<file path="src/rtl/perf_counter_bank.sv">
// perf_counter_bank: event counter bank with wrap/saturate modes, sticky overflow and snapshot readout
// Optional interrupt output enabled by defining PERFCNT_IRQ_EN.
module perf_counter_bank #(
   parameter int NUM_CNT  = 5,
   parameter int CNT_W    = 9,
   parameter int SAT_MODE = 0,
   parameter int ADDR_W   = 4
) (
   input  logic                     clk,
   input  logic                     reset,
   input  logic                     cnt_en,
   input  logic [NUM_CNT-1:0]       events,
   input  logic                     clear,
   input  logic                     snap,
   input  logic [ADDR_W-1:0]        rd_addr,
`ifdef PERFCNT_IRQ_EN
   input  logic [NUM_CNT-1:0]       irq_mask,
   output logic                     irq,
`endif
   output logic [CNT_W-1:0]         rd_data,
   output logic                     rd_ovf,
   output logic [NUM_CNT-1:0]       ovf_flags,
   output logic [NUM_CNT*CNT_W-1:0] cnt_flat
);
   logic [CNT_W-1:0]   cnt_q [NUM_CNT];
   logic [CNT_W-1:0]   cnt_d [NUM_CNT];
   logic [CNT_W-1:0]   shd_q [NUM_CNT];
   logic [NUM_CNT-1:0] ovf_q, ovf_d, shd_ovf_q;
   logic [CNT_W-1:0]   rd_data_q, rd_data_d;
   logic               rd_ovf_q, rd_ovf_d;
   always_comb begin
      rd_data_d = '0;
      rd_ovf_d  = 1'b0;
      cnt_flat  = '0;
      for (int i = 0; i < NUM_CNT; i++) begin
         logic inc, top;
         inc = cnt_en & events[i];
         top = &cnt_q[i];
         cnt_d[i] = clear ? '0 :
                    !inc ? cnt_q[i] :
                    (top && SAT_MODE != 0) ? cnt_q[i] : cnt_q[i] + CNT_W'(1);
         ovf_d[i] = !clear & (ovf_q[i] | (inc & top));
         cnt_flat[i*CNT_W +: CNT_W] = cnt_q[i];
         // out-of-range addresses match no channel and read as zero
         if (rd_addr == ADDR_W'(i)) begin
            rd_data_d = shd_q[i];
            rd_ovf_d  = shd_ovf_q[i];
         end
      end
   end
   always_ff @(posedge clk) begin
      if (reset) begin
         for (int i = 0; i < NUM_CNT; i++) begin
            cnt_q[i] <= '0;
            shd_q[i] <= '0;
         end
         ovf_q     <= '0;
         shd_ovf_q <= '0;
         rd_data_q <= '0;
         rd_ovf_q  <= 1'b0;
      end else begin
         for (int i = 0; i < NUM_CNT; i++) begin
            cnt_q[i] <= cnt_d[i];
            if (snap) shd_q[i] <= cnt_q[i];
         end
         ovf_q     <= ovf_d;
         if (snap) shd_ovf_q <= ovf_q;
         rd_data_q <= rd_data_d;
         rd_ovf_q  <= rd_ovf_d;
      end
   end
   assign ovf_flags = ovf_q;
   assign rd_data   = rd_data_q;
   assign rd_ovf    = rd_ovf_q;
`ifdef PERFCNT_IRQ_EN
   logic irq_q;
   always_ff @(posedge clk) begin
      if (reset) irq_q <= 1'b0;
      else irq_q <= |(ovf_d & irq_mask);
   end
   assign irq = irq_q;
`endif
endmodule

</file>
<file path="config.mk">
export PLATFORM = sky130hd
export DESIGN_NAME = perf_counter_bank
export DESIGN_NICKNAME = d
export VERILOG_FILES = /design/src/rtl/perf_counter_bank.sv
export SDC_FILE = /design/constraint.sdc
export NUM_CORES = 1
export LEC_CHECK = 0
export ABC_AREA = 1
export BUFFER_PORTS_ARGS = -buffer_cell sky130_fd_sc_hd__buf_4
export CAP_MARGIN = 15
export CORE_UTILIZATION = 35
export CTS_CLUSTER_DIAMETER = 30
export DETAILED_ROUTE_END_ITERATION = 7
export GPL_ROUTABILITY_DRIVEN = 0
export SLEW_MARGIN = 20
export SYNTH_ARGS = -nofsm -noshare
export SYNTH_HDL_FRONTEND = slang
export SYNTH_SLANG_ARGS = --single-unit
</file>
<file path="constraint.sdc">
create_clock -name clk -period 4.95 [get_ports clk]
set_input_delay 0.99 -clock clk [delete_from_list [all_inputs] [get_ports clk]]
set_output_delay 0.99 -clock clk [all_outputs]
set_load 0.02 [all_outputs]
</file>
==> run_summary.xml <==
<?xml version="1.0" encoding="UTF-8"?>
<metrics>
  <group name="layout">
    <metric name="layout.cells.most_common_list" unit="">114 x sky130_fd_sc_hd__nand2_1, 103 x sky130_fd_sc_hd__nor2_1, 75 x sky130_fd_sc_hd__buf_4</metric>
    <metric name="drive_above_1_share" unit="%">15.7</metric>
    <metric name="layout_commonest_cell" unit="">sky130_fd_sc_hd__nand2_1</metric>
    <metric name="area_overhead_of_the_layout_relative_to_synthesis" unit="%">21.4</metric>
    <metric name="final_core_area_utilization" unit="%">43.8</metric>
    <metric name="finish.net_count" unit="">675</metric>
    <metric name="diodes" unit="">0</metric>
    <metric name="n_fill_cell" unit="">1312</metric>
  </group>
  <group name="logic_synthesis">
    <metric name="yosys_warnings" unit="">0</metric>
    <metric name="mappedNetlistArea" unit="sq um">4800</metric>
    <metric name="largest_family_of_logic_cells_by_synthesized_area" unit="">simple AND/OR/NAND/NOR gates</metric>
    <metric name="synth.avg_cell_area" unit="sq um">8.21</metric>
    <metric name="yosys.area.top_type" unit="">sky130_fd_sc_hd__edfxtp_1</metric>
    <metric name="muxShareOfSynthArea" unit="%">0</metric>
    <metric name="synth-compound-area-share" unit="%">9.30</metric>
    <metric name="synth_nets" unit="">609</metric>
    <metric name="netlist_instances" unit="">585</metric>
    <metric name="netlist_top_cells_area" unit="">sky130_fd_sc_hd__edfxtp_1 28%, sky130_fd_sc_hd__dfxtp_1 27%, sky130_fd_sc_hd__nand2_1 8.9%</metric>
    <metric name="yosysSeqAreaShare" unit="%">55.2</metric>
    <metric name="post_synth_and_or_nand_nor_area_fraction" unit="%">25.5</metric>
    <metric name="synthAdderAreaFrac" unit="%">2.61</metric>
    <metric name="synth_seq_cells" unit="">110</metric>
    <metric name="synth.top_cell.area_share" unit="%">28.1</metric>
    <metric name="synthXorXnorAreaFrac" unit="%">0</metric>
    <metric name="synth_cell_type_count" unit="">20</metric>
  </group>
  <group name="worst_setup_path">
    <metric name="cp.buffers_inverters" unit="">1</metric>
    <metric name="worstPathCellList" unit="">buf_4 -&gt; nor2_2 -&gt; nand2_1 -&gt; nor2_2 -&gt; nand2_1 -&gt; nand2_1 -&gt; nor2_1 -&gt; nor2_1</metric>
    <metric name="critical_path_class" unit="">input port to flop</metric>
    <metric name="worstPathArrival" unit="ns">2.50</metric>
    <metric name="path_common_cell" unit="">sky130_fd_sc_hd__nand2_1</metric>
    <metric name="worstSetupEndpointType" unit="">flop</metric>
    <metric name="critical_path.slowest_cell" unit="">sky130_fd_sc_hd__nor2_2</metric>
    <metric name="cpPeakStageDelay" unit="ns">0.60</metric>
    <metric name="launching_instance_or_port_of_the_critical_path" unit="">rd_addr[2]</metric>
    <metric name="critical_path.reg2reg.startpoint" unit="">cnt_q[0][39]$_SDFFE_PP0P_</metric>
    <metric name="cpLargestDelayFamily" unit="">simple AND/OR/NAND/NOR gates</metric>
    <metric name="required" unit="ns">5.23</metric>
    <metric name="largest_fanout_of_any_net_on_the_critical_path" unit="">22</metric>
    <metric name="start_kind" unit="">input port</metric>
  </group>
  <group name="timing">
    <metric name="final-setup-viol-count" unit="">0</metric>
    <metric name="rsz0062_at_grt" unit="">false</metric>
    <metric name="period_share" unit="%">44.7</metric>
    <metric name="clock.fmax" unit="MHz">452</metric>
    <metric name="worst_slew_pin_slew" unit="ns">0.790</metric>
    <metric name="relSlewSlack" unit="%">47.2</metric>
    <metric name="post-route-min-period" unit="ns">2.21</metric>
    <metric name="final.setup.tns" unit="ns">0</metric>
    <metric name="hold_viol" unit="">0</metric>
    <metric name="post_route_skew" unit="ns">0.00439</metric>
    <metric name="timing.final.max_slew_violations" unit="">0</metric>
  </group>
  <group name="grt">
    <metric name="overflow" unit="">0</metric>
    <metric name="antenna_found_initial" unit="">0</metric>
    <metric name="grt_first_pass_wirelength" unit="mm">18.1</metric>
    <metric name="grt_max_degree" unit="">51</metric>
    <metric name="grt_usage" unit="%">16.2</metric>
    <metric name="first_global_vias" unit="">3658</metric>
  </group>
  <group name="power_and_ir_drop">
    <metric name="p_leak" unit="nW">2.32</metric>
    <metric name="share_clk_of_total_power" unit="%">41.9</metric>
    <metric name="switchingPower" unit="mW">0.414</metric>
    <metric name="p_int" unit="mW">1.43</metric>
    <metric name="vdd.ir_drop.worst" unit="mV">0.171</metric>
    <metric name="power.switching_fraction" unit="%">22.4</metric>
    <metric name="power.density" unit="nW/um^2">317</metric>
    <metric name="share_seq_of_total_power" unit="%">52.8</metric>
    <metric name="combinationalPowerShare" unit="%">5.2</metric>
  </group>
  <group name="clock_tree">
    <metric name="worst_setup_hold_path_clk_slew" unit="ns">0.07</metric>
    <metric name="ctsRootBufferMaster" unit="">sky130_fd_sc_hd__clkbuf_16</metric>
    <metric name="post_cts_hold_buffer_count" unit="">0</metric>
    <metric name="cts-buffers-inserted" unit="">9</metric>
    <metric name="cts_post_setup_buffers_inserted" unit="">0</metric>
    <metric name="cts.sink_count" unit="">110</metric>
    <metric name="post_cts_resized" unit="">0</metric>
    <metric name="clock_tree.buffer_depth" unit="">2</metric>
    <metric name="cts-htree-levels" unit="">3</metric>
    <metric name="insertion_delay" unit="ns">0.35</metric>
    <metric name="cts_tree" unit="">yes</metric>
  </group>
  <group name="floorplanning">
    <metric name="std_cell_rows" unit="">42</metric>
    <metric name="floorplan.die_area" unit="sq um">14200</metric>
    <metric name="initial_core_util" unit="%">36.1</metric>
    <metric name="dieHeight" unit="um">119</metric>
    <metric name="top_level_ports" unit="">74</metric>
    <metric name="placeableCoreArea" unit="sq um">13300</metric>
    <metric name="die_w" unit="um">119</metric>
  </group>
  <group name="hold_path">
    <metric name="timing.hold.worst.start" unit="">shd_ovf_q[1]$_SDFFE_PP0P_</metric>
    <metric name="worst_hold_path_type" unit="">flop to flop</metric>
  </group>
  <group name="detailed_routing">
    <metric name="drc" unit="">0</metric>
    <metric name="num_vias" unit="">3987</metric>
    <metric name="routed_via_density" unit="">4.79</metric>
    <metric name="drtAntennaViolNets" unit="">0</metric>
    <metric name="drt_iter0_drc" unit="">200</metric>
    <metric name="first_pass_iters" unit="">5</metric>
    <metric name="drt-total-wl" unit="mm">11.3</metric>
    <metric name="post_drt_wl_per_cell" unit="um">13.5</metric>
  </group>
  <group name="flow_run">
    <metric name="max_cap_violations" unit="">0</metric>
  </group>
  <group name="outcome">
    <metric name="outcome" unit="">finished, final reports clean</metric>
  </group>
  <group name="place">
    <metric name="numPortBuffers" unit="">73</metric>
    <metric name="dpl.hpwl" unit="mm">8.23</metric>
  </group>
</metrics>
[synth_stat cells]
cell type                  number
sky130_fd_sc_hd__a21oi_1       39
sky130_fd_sc_hd__buf_2         11
sky130_fd_sc_hd__clkbuf_1       9
sky130_fd_sc_hd__dfxtp_1       65
sky130_fd_sc_hd__edfxtp_1      45
sky130_fd_sc_hd__ha_1          10
sky130_fd_sc_hd__inv_1         69
sky130_fd_sc_hd__inv_2          2
sky130_fd_sc_hd__nand2_1      114
sky130_fd_sc_hd__nand3_1       45
sky130_fd_sc_hd__nand4_1        6
sky130_fd_sc_hd__nor2_1       104
sky130_fd_sc_hd__nor2_2         3
sky130_fd_sc_hd__nor2_4         1
sky130_fd_sc_hd__nor3_1         8
sky130_fd_sc_hd__nor3_4         4
sky130_fd_sc_hd__o21ai_0       38
sky130_fd_sc_hd__o21ai_1        6
sky130_fd_sc_hd__o22ai_1        5
sky130_fd_sc_hd__or2_2          1
[final cells by class]
class / count / area (sq um) / area share [%]
repair buffers: 75 / 563 / 9.66
clock buffers: 11 / 264 / 4.53
clock inverters: 5 / 63.8 / 1.09
multi-input cells: 384 / 1800 / 30.9
flip-flops and latches: 110 / 2650 / 45.5
inverters: 71 / 267 / 4.57
well taps: 176 / 220 / 3.78
[through the flow]
stage	total power, mW	worst slack (ns)	hold slack (ns)	instances	instance area, sq um
final	1.85	2.74	0.480	832	5830
after global routing	1.91	2.49	0.492	832	5830
after CTS	1.86	2.77	0.483	832	5830
after detailed placement	1.09	2.40	0.470	816	5500
after global placement	1.09	2.38	0.464	816	5500
after floorplan	1.05	2.10	0.443	585	4800
[registers in the layout (all words and copies together) (netlist names)]
name and cells:
shd_ovf_q 5, ovf_flags 5, rd_data 9, cnt_q 45, shd_q 45, rd_ovf 1
[worst register-to-register path: cells and delay by family (launching register included)]
kind | cells | cell delay [ns]
flip-flops | 1 | 0.47
AND/OR/NAND/NOR | 4 | 0.55
AO/OA/AOI/OAI | 2 | 0.21
adder cells (fa/ha/maj) | 1 | 0.25
[kinds of logic after synthesis]
family | after synthesis
buffers and inverters | 91
and+or+nand+nor | 286
AOI/OAI and AO/OA | 88
adders and majority gates | 10
DFF | 110
[per-layer routing]
layer | up-vias | routed length, um | GRT usage (%)
met2 | 88 | 5310 | 26.2
met1 | 1850 | 5270 | 21.4
met4 | 0 | 125 | 4.75
li1 | 2036 | - | -
met5 | - | 0 | 0
met3 | 13 | 550 | 4.12
[power groups by stage]
stage | Combinational (mW) | Sequential, mW | Clock [mW]
after CTS | 0.0970 | 0.976 | 0.790
after floorplan | 0.0536 | 1.00 | 0
final | 0.0968 | 0.976 | 0.774
after global routing | 0.107 | 0.978 | 0.829
after global placement | 0.0951 | 0.997 | 0
after detailed placement | 0.0966 | 0.997 | 0
[worst paths after layout]
check                                   end  slack, ns  cells past startpoint
setup / recovery      rd_data[2]$_SDFF_PP0_       2.74                      8
hold / removal    shd_ovf_q[1]$_SDFFE_PP0P_       0.48                      2
setup reg to reg  cnt_q[0][44]$_SDFFE_PP0P_       3.36                      7
hold reg to reg   shd_ovf_q[1]$_SDFFE_PP0P_       0.48                      2
(Power assumes the default switching activity.)
